## config.mk

```make
export PLATFORM = sky130hd
export DESIGN_NAME = rtc_calendar
export DESIGN_NICKNAME = d
export VERILOG_FILES = /design/src/rtl/rtc_calendar.sv
export SDC_FILE = /design/constraint.sdc
export NUM_CORES = 1
export LEC_CHECK = 0
export ABC_CLOCK_PERIOD_IN_PS = 2700
export CAP_MARGIN = 20
export CORE_MARGIN = 3
export CORE_UTILIZATION = 54
export CTS_CLUSTER_SIZE = 30
export DETAILED_ROUTE_END_ITERATION = 10
export PLACE_DENSITY = 0.92
export SYNTH_ARGS = -nofsm -noshare
export SYNTH_HDL_FRONTEND = slang
export SYNTH_SLANG_ARGS = --single-unit
```

## constraint.sdc

```tcl
create_clock -name i_clk -period 2.7 [get_ports i_clk]
set_clock_uncertainty 0.15 [all_clocks]
set_input_delay 0.27 -clock i_clk [delete_from_list [all_inputs] [get_ports i_clk]]
set_output_delay 0.27 -clock i_clk [all_outputs]
set_load 0.01 [all_outputs]
```

## src/rtl/rtc_calendar.sv

```systemverilog
// Binary year/month/day/hour/minute/second calendar with a second prescaler,
// validated time-set port and one-cycle strobes. Define RTC_LEAP_YEAR_EN for Gregorian February.
module rtc_calendar #(
  parameter int unsigned DIV_CONST  = 50_000_000,
  parameter int unsigned DIV_WIDTH  = 26,
  parameter int unsigned YEAR_WIDTH = 12,
  parameter int unsigned YEAR_RESET = 2000
) (
  input  logic                  i_clk,
  input  logic                  i_rst_n,
  input  logic                  i_run,
  input  logic                  i_load,
  input  logic [YEAR_WIDTH-1:0] i_ld_year,
  input  logic [3:0]            i_ld_month,
  input  logic [4:0]            i_ld_day,
  input  logic [4:0]            i_ld_hour,
  input  logic [5:0]            i_ld_min,
  input  logic [5:0]            i_ld_sec,
  output logic [YEAR_WIDTH-1:0] o_year,
  output logic [3:0]            o_month,
  output logic [4:0]            o_day,
  output logic [4:0]            o_hour,
  output logic [5:0]            o_min,
  output logic [5:0]            o_sec,
  output logic                  o_sec_tick,
  output logic                  o_day_tick,
  output logic                  o_load_err
);

`ifdef RTC_LEAP_YEAR_EN
  localparam bit LEAP_EN = 1'b1;
`else
  localparam bit LEAP_EN = 1'b0;
`endif

  localparam logic [DIV_WIDTH-1:0] DIV_LAST = DIV_WIDTH'(DIV_CONST - 1);

  function automatic logic [4:0] days_in_month(input logic [3:0] m, input logic [YEAR_WIDTH-1:0] y);
    logic leap;
    leap = LEAP_EN && (y[1:0] == 2'b00) &&
           (((int'(y) % 100) != 0) || ((int'(y) % 400) == 0));
    case (m)
      4'd2:                      days_in_month = 5'd28 + {4'd0, leap};
      4'd4, 4'd6, 4'd9, 4'd11:   days_in_month = 5'd30;
      default:                   days_in_month = 5'd31;
    endcase
  endfunction

  logic [DIV_WIDTH-1:0]  div_q, div_d;
  logic [YEAR_WIDTH-1:0] year_q, year_d;
  logic [3:0]            month_q, month_d;
  logic [4:0]            day_q, day_d, hour_q, hour_d;
  logic [5:0]            min_q, min_d, sec_q, sec_d;
  logic                  stick_q, stick_d, dtick_q, dtick_d, err_q, err_d;
  logic                  ld_ok;

  assign ld_ok = (i_ld_month >= 4'd1) && (i_ld_month <= 4'd12) &&
                 (i_ld_day >= 5'd1) && (i_ld_day <= days_in_month(i_ld_month, i_ld_year)) &&
                 (i_ld_hour < 5'd24) && (i_ld_min < 6'd60) && (i_ld_sec < 6'd60);

  always_comb begin
    div_d   = div_q;
    year_d  = year_q;
    month_d = month_q;
    day_d   = day_q;
    hour_d  = hour_q;
    min_d   = min_q;
    sec_d   = sec_q;
    stick_d = 1'b0;
    dtick_d = 1'b0;
    err_d   = 1'b0;
    // A load request owns the cycle: any coincident advance is dropped.
    if (i_load) begin
      if (ld_ok) begin
        year_d  = i_ld_year;
        month_d = i_ld_month;
        day_d   = i_ld_day;
        hour_d  = i_ld_hour;
        min_d   = i_ld_min;
        sec_d   = i_ld_sec;
        div_d   = '0;
      end else begin
        err_d = 1'b1;
      end
    end else if (i_run) begin
      if (div_q == DIV_LAST) begin
        div_d   = '0;
        stick_d = 1'b1;
        if (sec_q != 6'd59) sec_d = sec_q + 6'd1;
        else begin
          sec_d = '0;
          if (min_q != 6'd59) min_d = min_q + 6'd1;
          else begin
            min_d = '0;
            if (hour_q != 5'd23) hour_d = hour_q + 5'd1;
            else begin
              hour_d  = '0;
              dtick_d = 1'b1;
              if (day_q != days_in_month(month_q, year_q)) day_d = day_q + 5'd1;
              else begin
                day_d = 5'd1;
                if (month_q != 4'd12) month_d = month_q + 4'd1;
                else begin
                  month_d = 4'd1;
                  year_d  = year_q + 1'b1;
                end
              end
            end
          end
        end
      end else begin
        div_d = div_q + 1'b1;
      end
    end
  end

  always_ff @(posedge i_clk or negedge i_rst_n) begin
    if (!i_rst_n) begin
      div_q   <= '0;
      year_q  <= YEAR_WIDTH'(YEAR_RESET);
      month_q <= 4'd1;
      day_q   <= 5'd1;
      hour_q  <= '0;
      min_q   <= '0;
      sec_q   <= '0;
      stick_q <= 1'b0;
      dtick_q <= 1'b0;
      err_q   <= 1'b0;
    end else begin
      div_q   <= div_d;
      year_q  <= year_d;
      month_q <= month_d;
      day_q   <= day_d;
      hour_q  <= hour_d;
      min_q   <= min_d;
      sec_q   <= sec_d;
      stick_q <= stick_d;
      dtick_q <= dtick_d;
      err_q   <= err_d;
    end
  end

  assign o_year     = year_q;
  assign o_month    = month_q;
  assign o_day      = day_q;
  assign o_hour     = hour_q;
  assign o_min      = min_q;
  assign o_sec      = sec_q;
  assign o_sec_tick = stick_q;
  assign o_day_tick = dtick_q;
  assign o_load_err = err_q;

endmodule

```

* Word level (Yosys, flattened, before mapping) *
Cells that the tools add are included.

word-level totals
  register bits = 67
  output and inout port bits = 41

cells by class
  add/sub/neg operators = 7
  $lt $le $gt $ge = 7
  eq/ne operators = 22
  muxes and demuxes = 67
  reduce and logical (&&, ||, !) cells = 17

operators with widths
  cell                                                                    number
  12-bit two-way mux                                                      9
  5-bit two-way mux                                                       21
  26-bit two-way mux                                                      4
  6-bit two-way mux                                                       11
  4-bit two-way mux                                                       9
  26-bit by 1-bit adder with 26-bit output (second input constant)        1
  26-bit equality test (second input constant)                            1
  4-bit by 3-bit equality test with 1-bit output (second input constant)  4
  4-bit equality test (second input constant)                             4
  12-bit by 1-bit adder with 12-bit output (second input constant)        1
  6-bit by 1-bit adder with 6-bit output (second input constant)          2
  6-bit < comparator (second input constant)                              2
  6-bit inequality test (second input constant)                           2
  1-bit two-way mux                                                       11
  5-bit by 1-bit adder with 5-bit output (second input constant)          2
  2-bit inequality test (second input constant)                           5
  4-bit by 2-bit equality test with 1-bit output (second input constant)  2
  2-bit one-hot mux with 2 select lines                                   2
  8-bit AND reduction                                                     1
  4-bit OR reduction                                                      2
  7-bit AND reduction                                                     1
  1-bit logical AND                                                       6
  6-bit AND reduction                                                     1
  5-bit by 1-bit >= comparator with 1-bit output (second input constant)  1
  other kinds (14)                                                        15

* Depth between registers and ports, before layout *
Gate-level depths: netlist (run 1).

  depth after elaboration = 17
  depth in mapped cells = 11

* Least setup slack after synthesis (run 1) *
Ideal clock, no wire load.

  kind = input port to flip-flop
  start = input port i_ld_month[2]
  end = register hour_q[0], in the netlist o_hour[0]
  arrival = 2282 ps
  data required time = 2425 ps
  setup slack = 143 ps
  cell stages on the path = 8
  path through = nor4b_1 ha_1 nor2b_1 o211ai_1 nand4_1 buf_2 nand2_1 mux2_2

between the ends
  longest elaborated chain between the ends = 10
  elaborated cells on any way between the ends = 18
  classes of those cells = order compare: 3; eq/ne: 6; mux: 1; reduce/logical: 8

RTL lines
  element                                                                                RTL line  source
  start: declaration                                                                     14        input logic [3:0] i_ld_month,
  4-bit by 3-bit equality test with 1-bit output or 4-bit equality test (tied branches)  42        case (m)
  4-bit OR reduction                                                                     42
  2-bit one-hot mux with 2 select lines                                                  42
  5-bit <= comparator                                                                    58        (i_ld_day >= 5'd1) && (i_ld_day <= days_in_month(i_ld_month, i_ld_year)) &&
  1-bit logical AND (*) (2 in a row)                                                     58
  1-bit logical AND (*) (2 in a row)                                                     59        (i_ld_hour < 5'd24) && (i_ld_min < 6'd60) && (i_ld_sec < 6'd60);
  2-bit by 1-bit inequality test with 1-bit output (no source line) (*)                  n/a
  5-bit AND reduction (no source line) (*)                                               n/a
  end signal: assignment                                                                 134       hour_q <= hour_d;
  end: declaration                                                                       52        logic [4:0] day_q, day_d, hour_q, hour_d;

Every way passes the cells marked *; elsewhere a longest branch is shown, timed or not.
A chain may end at the register's enable or synchronous reset.

* Worst setup path in the final report (run 1) *
  start = register div_q[18]
  end = register year_q[10], in the netlist o_year[10]

between the ends
  longest elaborated chain between the ends = 3

RTL lines
  element                               RTL line  source
  start: declaration                    49        logic [DIV_WIDTH-1:0] div_q, div_d;
  start signal: assignment              130       div_q <= div_d;
  26-bit equality test                  86        if (div_q == DIV_LAST) begin
  2-bit nonzero test (no source line)   n/a
  8-bit AND reduction (no source line)  n/a
  end signal: assignment                120       year_q <= YEAR_WIDTH'(YEAR_RESET);
  end signal: assignment                131       year_q <= year_d;
  end: declaration                      50        logic [YEAR_WIDTH-1:0] year_q, year_d;

Every way passes these cells.

==> results.json, run 1 <==
{
  "synth_seq_cells": 67,
  "seq_area_frac_synth": 0.3627,
  "slowest_delay_ns": 0.58,
  "post-place-ws_ns": -0.3827,
  "cts_max_level": 3,
  "outcome": "completed",
  "cp-end-kind": "flip-flop",
  "path_cells": "or4_4 -> nor4_2 -> buf_4 -> o211ai_1 -> buf_4 -> o21a_1 -> o211ai_1",
  "yosys-top-cells-area": "dfrtp_1 32%, dfstp_2 4.5%, nand3_1 4.3%",
  "synth_edf_count": 0,
  "async_flop_share": 1.000,
  "maxCapViolations": 0,
  "via_per_inst": 6.904,
  "num_rows": 33,
  "cts_sinks": 67,
  "track_usage": 0.3125,
  "synthCells": 537,
  "portBuffers": 82,
  "core_area_mm2": 0.008299,
  "placed_area_mm2": 0.005913,
  "netlist_area_mm2": 0.004651,
  "slew_headroom": 0.4046,
  "clk_pin_slew_worst_paths_ns": 0.08,
  "vias": 5323,
  "p_leak_nw": 2.478,
  "yosys.area.top_type_share": 0.3175,
  "crit_slowest_cell": "or4_4",
  "clockRootBuffer": "clkbuf_8",
  "clk_latency_ns": 0.36,
  "worstSetupStartpointType": "flip-flop",
  "drcViolationCount": 0,
  "clockBufferDepth": 2,
  "irDropWorstVdd_mv": 0.5093,
  "syn2layout_area_growth_pct": 36.02,
  "critical_path.max_fanout": 5,
  "hold_class": "in -> reg",
  "crit_type": "reg -> reg",
  "cts_made_buffers": 9,
  "setup_viol_count_final": 0,
  "grt_overflow": 0,
  "dieHeight_um": 98.81,
  "powerDensity_mw_per_mm2": 629.4,
  "cp_top_family": "simple AND/OR/NAND/NOR gates",
  "finalInstanceArea_mm2": 0.006326,
  "tightest_slew_ns": 0.8931,
  "period_minus_slack_ns": 2.675,
  "syn_area_per_cell_um2": 8.661,
  "grt_max_degree": 68,
  "initial_utilization": 0.5604,
  "worst_slack_ns": 0.02480,
  "fmax_ghz": 0.3738,
  "antenna_cells": 0,
  "yosysUniqueCellTypes": 73,
  "hold_viol": 0,
  "synth-main-ff-cell": "dfrtp_1",
  "grt_pass1_vias": 5053,
  "drtIter0Drc": 683,
  "final_nets": 715,
  "slew_viol_final": 0,
  "yosysWarnings": 0,
  "ant_nets": 0,
  "yosysTopAreaCell": "dfrtp_1",
  "grt_pass1_wl_um": 24960,
  "die_x_um": 98.81,
  "layout-drive-gt1-share": 0.1877,
  "io_pins": 83,
  "wirelength_um": 15810,
  "syn_nets": 591,
  "dr.pass1.iters": 8,
  "wl_per_cell_um": 20.50,
  "p_total_mw": 3.982,
  "cts_setup_buffers": 0,
  "tritoncts": "done",
  "worstPathArrival_ns": 2.80,
  "finalCritPeriodShare": 0.9908,
  "final_util": 0.7622,
  "cp.required_ns": 2.82,
  "die-area_mm2": 0.009762,
  "dp_hpwl_um": 10570,
  "gp_congestion": 0.9061,
  "antenna_found_initial": 0,
  "critPathBufInv": 2,
  "fill_cells": 519
}
## timing repair
action / in CTS / in global routing
hold buffers: 1 / 0
endpoints found under the hold margin: 37 / 0
pin swaps: 0 / 4
setup endpoints to repair: 2 / 35
gates cloned: 0 / 3
resized for setup: 2 / 21
## synthesized netlist by cell type, drive strengths merged (3+ instances only)
cell type / count
dfrtp: 59
nand2: 42
nand3: 41
nor2: 38
a21oi: 29
inv: 24
clkbuf: 21
nand4: 21
o21ai: 19
or4: 17
o211ai: 16
o31ai: 14
buf: 12
ha: 12
nor4: 12
and3: 11
nor3: 11
mux2i: 9
a31oi: 8
dfstp: 8
a211oi: 7
nand2b: 7
o41ai: 6
a221o: 5
a22oi: 5
a32oi: 5
and4: 5
mux2: 5
nor3b: 5
a221oi: 4
a22o: 4
and2: 4
nand4b: 4
nor2b: 4
or3: 4
a41oi: 3
o2111ai: 3
or2: 3
## metal layers
layer / routed length (um) / track usage / part of all wire / vias up
li1: - / - / - / 2347
met1: 5953 / 0.4068 / 0.38 / 2478
met2: 7519 / 0.5015 / 0.48 / 423
met3: 1706 / 0.05732 / 0.11 / 75
met4: 629 / 0.1513 / 0.040 / 0
met5: 0 / 0 / 0 / -
## cells by family after synthesis
kind of cell	Yosys count	synth area share
buffers and inverters	57	0.05166
multiplexers	14	0.03148
adder cells (fa/ha/maj)	12	0.03228
AO/OA/AOI/OAI	152	0.2381
AND/OR/NAND/NOR	234	0.2819
XOR/XNOR	1	0.001884
flip-flops	67	0.3627
## tightest hold or removal path, stage by stage
cell and delay [ns]:
dlymetal6s2s_1 0.14, buf_4 0.16, nand2_1 0.06, nand3_1 0.06
## registers in the layout (all words and copies together), names as in the netlist
| name | flops |
|---|---|
| div_q | 26 |
| o_day | 5 |
| o_day_tick | 1 |
| o_hour | 5 |
| o_load_err | 1 |
| o_min | 6 |
| o_month | 4 |
| o_sec | 6 |
| o_sec_tick | 1 |
| o_year | 12 |
## where the power goes
group | internal (mW) | switching (mW) | total, mW
clock network | 0.622 | 0.449 | 1.07
logic | 0.737 | 0.690 | 1.43
registers | 1.19 | 0.293 | 1.48
total | 2.55 | 1.43 | 3.98
## path summary, 6_finish.rpt
path | to | slack, ns | cells after the start | startpoint
min in group asynchronous | div_q[20]$_DFFE_PN0P_ | 0.48 | 3 | i_rst_n
worst min-delay path | o_month[0]$_DFFE_PN1P_ | 0.20 | 4 | i_ld_month[0]
worst max-delay path | o_year[10]$_DFFE_PN1P_ | 0.02 | 7 | div_q[18]$_DFFE_PN0P_
max in group asynchronous | o_sec_tick$_DFF_PN0_ | 1.32 | 3 | i_rst_n
worst min register to register | div_q[6]$_DFFE_PN0P_ | 0.37 | 1 | div_q[6]$_DFFE_PN0P_
worst max register to register | o_year[10]$_DFFE_PN1P_ | 0.02 | 7 | div_q[18]$_DFFE_PN0P_
## area by class of cell
| class | count | area, um2 | share of cell area |
|---|---|---|---|
| Clock inverter | 7 | 123.9 | 0.01958 |
| Inverter | 24 | 90.09 | 0.01424 |
| Sequential cell | 67 | 1687 | 0.2666 |
| Tap cell | 105 | 131.4 | 0.02077 |
| Multi-Input combinational cell | 413 | 2803 | 0.4430 |
| Timing Repair Buffer | 146 | 1368 | 0.2162 |
| Clock buffer | 9 | 123.9 | 0.01958 |
## cell usage in the layout (no fill, tap or decap), types with 7 or more instances in the layout
master and instances:
clkbuf_8 9, mux2i_1 9, a31oi_1 8, nor3_1 10, o21ai_0 17, nor2_1 37, o31ai_1 14, nand2b_1 7
or4_1 14, and3_1 9, inv_1 24, a21oi_1 26, ha_1 11, dfstp_2 8, o211ai_1 16, clkdlybuf4s50_1 76
nand4_1 21, buf_4 55, a211oi_1 7, nand3_1 40, nand2_1 42, dfrtp_1 59
## metrics by stage
stage	setup TNS, ns	hold slack [ns]	instances
floorplan	0	-0.1756	537
global placement	-8.792	0.3468	751
detailed placement	-12.45	0.3566	751
CTS	-0.01653	0.2404	768
global route	-0.1086	0.2045	771
finish	0	0.1961	771
No activity file was read; power rests on OpenSTA's default activity.
==> inputs of run 2 (changes only) <==
--- a/config.mk
+++ b/config.mk
@@ -6,12 +6,11 @@
 export NUM_CORES = 1
 export LEC_CHECK = 0
 export ABC_CLOCK_PERIOD_IN_PS = 2700
-export CAP_MARGIN = 20
 export CORE_MARGIN = 3
 export CORE_UTILIZATION = 54
 export CTS_CLUSTER_SIZE = 30
 export DETAILED_ROUTE_END_ITERATION = 10
-export PLACE_DENSITY = 0.92
+export PLACE_DENSITY = 0.83
 export SYNTH_ARGS = -nofsm -noshare
 export SYNTH_HDL_FRONTEND = slang
 export SYNTH_SLANG_ARGS = --single-unit
==> constraint.sdc (replaced) <==
create_clock -name i_clk -period 2.7 [get_ports i_clk]
set_clock_uncertainty 0.15 [all_clocks]
set_input_delay 0.54 -clock i_clk [delete_from_list [all_inputs] [get_ports i_clk]]
set_output_delay 0.54 -clock i_clk [all_outputs]
set_load 0.01 [all_outputs]
==> run 2 against run 1 <==
- via count down 0.94%
- clock power about the same
- sequential share of layout area down 0.46 points
- die area unchanged
- global-route usage up 0.39 points
- final cell count up 1.3%
- first-iteration DRC count down 46%
- critical endpoint is now div_q[19]$_DFFE_PN0P_
==> results.json, run 2 (same netlist as run 1, synthesis figures left out) <==
{
  "final_nets": 725,
  "dp.cells": 755,
  "clk_pin_slew_worst_paths_ns": 0.08,
  "wl_per_cell_um": 20.12,
  "grt_pass1_vias": 5159,
  "mostFrequentLayoutCell": "clkdlybuf4s50_1",
  "num_rows": 33,
  "cts_made_buffers": 9,
  "setup_viol_count_final": 0,
  "worstPathArrival_ns": 2.77,
  "crit_type": "in -> reg",
  "cp_top_family": "compound AO/OA/AOI/OAI gates",
  "portBuffers": 82,
  "cts_hold_buf": 0,
  "endpoint": "div_q[19]$_DFFE_PN0P_",
  "regMostFlops": "div_q",
  "rr_worst_depth": 8,
  "irDropWorstVdd_mv": 0.3724,
  "hold_class": "in -> async",
  "drcViolationCount": 0,
  "clockBufferDepth": 2,
  "worstSetupStartpointType": "input port",
  "grt_util_met2": 0.5170,
  "antenna_cells": 0,
  "r2r_slack_ns": 0.09,
  "grt_util_met1": 0.4149,
  "slew_viol_final": 0,
  "dr.pass1.iters": 6,
  "hold_viol": 0,
  "antenna_found_initial": 0,
  "cts_max_level": 3,
  "layout_common_cells": "74 x clkdlybuf4s50_1, 67 x buf_4, 59 x dfrtp_1",
  "clockRootBuffer": "clkbuf_8",
  "period_minus_slack_ns": 2.669,
  "gp_congestion": 0.9561,
  "met3_usage": 0.06653,
  "critPathBufInv": 3,
  "maxCapViolations": 0,
  "vias": 5273,
  "grt_max_degree": 59,
  "r2r_end": "div_q[19]$_DFFE_PN0P_",
  "cts_sinks": 67,
  "worst_slack_ns": 0.03052,
  "layout-drive-gt1-share": 0.2249,
  "rsz0062_at_grt": "true",
  "finalCritPeriodShare": 0.9887,
  "grt_overflow": 0,
  "crit_start": "i_ld_day[3]",
  "initial_utilization": 0.5604,
  "dp_hpwl_um": 10860,
  "largest_reg_flops": 26,
  "cp.depth": 8,
  "powerDensity_mw_per_mm2": 621.4,
  "final_cell_count_no_fill": 781,
  "via_per_inst": 6.752,
  "cp.required_ns": 2.80,
  "io_pins": 83,
  "wirelength_um": 15710,
  "syn2layout_area_growth_pct": 38.42,
  "cp-end-kind": "flip-flop",
  "r2r-start": "div_q[16]$_DFFE_PN0P_",
  "crit_top_cell": "buf_4",
  "tightest_slew_ns": 0.7392,
  "crit_slowest_cell": "or4_1",
  "busiest_layer": "met2",
  "whs_ns": 0.09065,
  "die_x_um": 98.81,
  "core_area_mm2": 0.008299,
  "outcome": "completed",
  "die-area_mm2": 0.009762,
  "clk_latency_ns": 0.35,
  "grt_pass1_wl_um": 25370,
  "dieHeight_um": 98.81,
  "post-place-ws_ns": -0.7926,
  "ant_nets": 0,
  "fmax_ghz": 0.3746,
  "critical_path.max_fanout": 8,
  "drtIter0Drc": 369,
  "track_usage": 0.3163,
  "setup_tns_ns": 0,
  "path_cells": "clkdlybuf4s50_1 -> or4_1 -> o211a_4 -> a41oi_4 -> buf_4 -> buf_4 -> nor4_2 -> o21ba_2",
  "tritoncts": "done",
  "slowest_delay_ns": 0.57,
  "slew_headroom": 0.5072,
  "p_leak_nw": 2.514
}
## run 2: changes by cell type in the layout (fill, tap and decap cells not counted), sizes merged
cell | previous run | this run
buf | 63 | 79
clkdlybuf4s50 | 76 | 74
dlygate4sd2 | 0 | 1
dlygate4sd3 | 1 | 0
dlymetal6s2s | 4 | 1
inv | 26 | 25
## run 2: worst min path at each step
stage                           from                     end
4_1_cts                      i_rst_n  o_year[11]$_DFFE_PN0P_
2_1_floorplan                i_rst_n    div_q[0]$_DFFE_PN0P_
5_1_grt                      i_rst_n  o_year[11]$_DFFE_PN0P_
6_report                     i_rst_n   o_hour[0]$_DFFE_PN0P_
3_3_place_gp    div_q[1]$_DFFE_PN0P_    div_q[1]$_DFFE_PN0P_
3_5_place_dp   o_year[4]$_DFFE_PN1P_   o_year[4]$_DFFE_PN1P_
## run 2: routing by layer
metal	vias to the layer above	wire length, um
met5	-	0
li1	2352	-
met2	331	7561
met4	0	465
met3	55	1287
met1	2535	6399
## run 2: repair_timing
item,4_1_cts,5_1_grt
resized for setup,25,23
pin swaps,9,10
buffers inserted,7,2
setup endpoints to repair,61,24
gates cloned,1,0
## run 2: per-stage QoR
| stage | instance area, um2 | utilization | power, mW |
|---|---|---|---|
| floorplan | 4697 | - | 2.151 |
| global placement | 6001 | 0.7231 | 2.821 |
| detailed placement | 6001 | 0.7231 | 2.870 |
| CTS | 6345 | 0.7645 | 3.967 |
| global route | 6437 | 0.7757 | 4.189 |
| finish | 6437 | 0.7757 | 4.000 |
## run 2: area by class of cell
cell class / count / area (um2)
timing repair buffer: 156 / 1400
fill: 570 / 1862
multi-input combinational: 413 / 2880
tap: 105 / 131.4
clock inverter: 6 / 111.4
sequential: 67 / 1687
inverter: 24 / 90.09
clock buffer: 10 / 137.6
## run 2: power by group
part / internal (mW) / switching, mW / leakage, nW
Clock: 0.641 / 0.435 / 0.123
Sequential: 1.19 / 0.293 / 0.822
Combinational: 0.759 / 0.682 / 1.57
==> RTL change 1: new RTL, settings of run 1 <==
`YEAR_WIDTH`: 12 -> 16.
--- a/src/rtl/rtc_calendar.sv
+++ b/src/rtl/rtc_calendar.sv
@@ -3,7 +3,7 @@
 module rtc_calendar #(
   parameter int unsigned DIV_CONST  = 50_000_000,
   parameter int unsigned DIV_WIDTH  = 26,
-  parameter int unsigned YEAR_WIDTH = 12,
+  parameter int unsigned YEAR_WIDTH = 16,
   parameter int unsigned YEAR_RESET = 2000
 ) (
   input  logic                  i_clk,
Interface: changed (resized i_ld_year and o_year); port bits go from 83 to 91. No check against the original RTL was run, so the function may have changed too.
==> RTL change 1 against run 1 <==
- the run now ends with negative setup slack left
- setup slack lost 0.13 ns
- synthesized area down 2.5%
- cell area rose by 9.3%
- combinational power grew 13%
- sequential cell count grew 4
- total power increased by 0.97%
- wire length rose by 34%
- largest power group is now combinational logic
==> RTL change 1: results (changes against run 1) <==
static leakage 2.909 nW (+17%); GP Congestion 0.9313 (+2.8%); Tot GR Track Use 35.11% (+3.9 points); outcome finished with violations; crit path DAT 2.96 ns (+0.16 ns); drt wl/cell 25.91 µm (+26%); layout cells sized above 1 26.79% (+8.0 points); DP Wirelength 10920 µm (+3.4%); setup slack after layout -0.1051 ns (-0.1300 ns); synth unique cells 62 (-15%); met3 usage 7.251% (+1.5 points); Avg Inst Size Synth 8.604 µm² (-0.65%); hold crit path type input pin to async pin; VDD IR-drop max 395.4 µV (-22%); reg-to-reg critical path startpoint div_q[10]; initial detailed-routing violation count 1029 (+51%); Synth Net Count 585 (-1.0%); largest net degree at the start of global routing 71 (+4.4%); DR pass1 iterations 7 (-1); failing checks negative setup slack; most frequent cells after synthesis dfrtp_1 (63), nor2_1 (43), nand2_1 (39); relative slew slack 60.23% (+20 points); P&R area growth vs syn 52.43%; worst r2r path cells 8 (+1); vias in the first global route 5410 (+7.1%); Final setup viols 18 (+18); Switching Power 1.586 mW (+11%); placed instance area 6120 µm² (+3.5%); Sum Neg Setup Slack -0.6811 ns (-0.6811 ns)
## RTL change 1: changes by cell type after synthesis, sizes merged, moves of 5 or more
cell,before,now
nor2,38,44
and3,11,22
inv,24,12
o21ai,19,53
nand3,41,30
o21a,2,7
mux2i,9,3
nand4,21,11
o41ai,6,1
buf,12,4
xnor2,0,10
o211ai,16,5
or4,17,11
## RTL change 1: kinds of logic (layout without fill, tap and decap cells)
logic type,count (synthesis),in the layout,synth area share (%)
flip-flops,71,71,39.40
AND/OR/NAND/NOR,224,224,27.01
buffers and inverters,38,223,3.394
XOR/XNOR,15,15,2.897
multiplexers,4,4,0.9106
AO/OA/AOI/OAI,163,164,23.07
adder cells (fa/ha/maj),12,12,3.311
## RTL change 1: how the worst max path moves through the flow
stage | end | cells after the start | startpoint
floorplan | div_q[25] | 8 | i_ld_month[2]
global placement | div_q[13] | 10 | i_ld_month[2]
detailed placement | div_q[13] | 10 | i_ld_month[2]
CTS | div_q[17] | 10 | i_ld_month[1]
global route | div_q[25] | 13 | i_ld_month[1]
finish | o_year[15] | 8 | div_q[10]
## RTL change 1: routing by layer
metal / up-vias / part of all wire, %
li1: 2383 / -
met1: 2803 / 33
met2: 711 / 44
met3: 260 / 13
met4: 0 / 9.9
met5: - / 0
## RTL change 1: timing repair
item / 4_1_cts / 5_1_grt
buffers inserted: 9 / 12
setup endpoints to repair: 64 / 62
hold buffers: 1 / 0
gates resized for setup: 33 / 57
pin swaps: 21 / 24
gates cloned: 1 / 1
endpoints found under the hold margin: 63 / 0
## RTL change 1: cell type report
type / count / area share, %
timing repair buffer: 195 / 25.45
sequential: 71 / 25.85
inverter: 12 / 0.6517
multi-input combinational: 419 / 43.65
tap: 102 / 1.846
clock buffer: 11 / 2.046
clock inverter: 5 / 0.5069
==> RTL change 2: new RTL, flow settings as in run 1 <==
Without the edit above. Put one more register stage on the output `o_hour`, without a reset. The value now appears one clock later. The other outputs are not delayed to match.
--- a/src/rtl/rtc_calendar.sv
+++ b/src/rtl/rtc_calendar.sv
@@ -143,7 +143,9 @@
   assign o_year     = year_q;
   assign o_month    = month_q;
   assign o_day      = day_q;
-  assign o_hour     = hour_q;
+  always_ff @(posedge i_clk) begin
+    o_hour <= hour_q;
+  end
   assign o_min      = min_q;
   assign o_sec      = sec_q;
   assign o_sec_tick = stick_q;
Behaviour: not the same (Yosys sat finds a counterexample within 4 cycles, from zero or initial values and one cycle with i_rst_n low).
==> RTL change 2 against run 1 <==
- sequential cell count rose by 5
- critical endpoint is now o_day[4]
- total power fell by 12%
- setup slack improved by 0.083 ns
- cell area fell by 3.3%
- wire length fell by 9.2%
- critical path depth rose by 1
- synthesized area fell by 4.0%
==> RTL change 2: results (changes against run 1) <==
outcome finished clean; worst slew pin tran 0.7227 ns (-0.1704 ns); Skew-Pair Late Insertion Delay 0.37 ns; largest net degree at the start of global routing 39 (-43%); CP max stage cell dfrtp_1; Reg with most FFs div_q; static leakage 2.434 nW (-1.8%); hold_ws 0.2903 ns (+0.09428 ns); VDD IR-drop max 284.2 µV (-44%); Tot GR Track Use 29.67% (-1.6 points); dpl cells 741 (-1.3%); Largest register FFs 26 (unchanged); Final ANT Viol Nets 0 (unchanged); placed instance area 5784 µm² (-2.2%); fin crit share 96.02% (-3.1 points); CTS root buf clkbuf_8; synth unique cells 65 (-11%); first-pass GRT wire length 22880 µm (-8.3%); Critical Path Fanout Max 5 (unchanged); Setup WS pre-CTS -0.3762 ns (+0.006490 ns); hold crit path type input pin to flip-flop; Synth Net Count 574 (-2.9%); crit path DAT 2.69 ns (-0.11 ns); crit-path max cell delay 0.42 ns (-0.16 ns); Main synth FF type dfrtp_1; DP Wirelength 10450 µm (-1.1%); nets@finish 708 (-0.98%); number of inserted diodes 0 (unchanged); Mapped Cells 520 (-3.2%); total CTS buffers 9 (unchanged); # port buffers 82 (unchanged); WL final 14350 µm (-9.2%); DR vias/cell 6.420 (-7.0%); register area share after synthesis 40.02% (+3.8 points); vias in the first global route 4625 (-8.5%); htree depth 3 (unchanged); layout cells sized above 1 17.60% (-1.2 points); drt wl/cell 18.85 µm (-8.1%); initial antenna violation count 0 (unchanged); GP Congestion 0.9292 (+2.5%); DR pass1 iterations 5 (-3); Post-synth ARST share 93.06% (-6.9 points); most frequent cells after synthesis dfrtp_1 (59), nor2_1 (52), nand3_1 (43); maximum root-to-sink buffer count 2 (unchanged); r2r setup slk 0.11 ns (+0.08 ns); Synth Warn # 0 (unchanged); top cells by area, synth dfrtp_1 (33%), nand3_1 (4.8%), dfstp_2 (4.7%); initial detailed-routing violation count 431 (-37%); CTS clk-pin slew, worst paths 0.08 ns (about the same)
[RTL change 2: final timing paths]
check	from	endpoint	cells past startpoint
min	i_load	div_q[15]	3
min reg2reg	hour_q[1]	o_hour[1]	0
max	div_q[0]	o_day[4]	8
max in group asynchronous	i_rst_n	o_month[0]	3
max reg2reg	div_q[0]	o_day[4]	8
min in group asynchronous	i_rst_n	o_min[0]	2
[RTL change 2: critical path, delay by kind of cell, from the launching register on]
family                   cells  cell delay [ns]
adder cells (fa/ha/maj)      1             0.26
flip-flops                   1             0.42
AO/OA/AOI/OAI                3             0.62
buffers and inverters        1             0.15
AND/OR/NAND/NOR              3             0.89
[RTL change 2: routing by layer]
metal / GRT usage, % / part of all wire [%] / vias to the layer above
li1: - / - / 2247
met1: 38.40 / 40 / 2372
met2: 49.52 / 51 / 227
met3: 4.903 / 6.4 / 40
met4: 11.88 / 2.7 / 0
met5: 0 / 0 / -
[RTL change 2: cell type report]
type                    count  area [µm²]
clock inverters             7       72.57
clock buffers               9       123.9
inverters                  16       60.06
multi-input cells         413        2643
flip-flops and latches     72        1787
well taps                 102       127.6
repair buffers            142        1305
fillers                   522        1769
[RTL change 2: kinds of logic (layout without fill, tap and decap cells)]
| family | Yosys count | count (layout) | synth area share [%] |
|---|---|---|---|
| adders and majority gates | 12 | 12 | 3.363 |
| DFF | 72 | 72 | 40.02 |
| AOI/OAI and AO/OA | 123 | 123 | 18.02 |
| xor gates and xnor gates | 17 | 17 | 3.335 |
| and+or+nand+nor | 257 | 257 | 31.25 |
| buffers and inverters | 35 | 174 | 3.055 |
| muxes | 4 | 4 | 0.9529 |
[RTL change 2: what timing repair did]
item                                   in CTS  in global routing
pin swaps                                   0                  4
setup endpoints to repair                   2                 37
setup buffers                               0                  3
hold buffers                                1                  0
gates resized for setup                     2                 18
endpoints found under the hold margin      29                  0
[RTL change 2: report_power, final]
group	switching [mW]	internal (mW)	leakage, nW	total [mW]
combinational	0.551	0.602	1.46	1.15
sequential	0.226	1.26	0.878	1.49
clock	0.452	0.426	0.0952	0.879
total	1.23	2.29	2.43	3.52
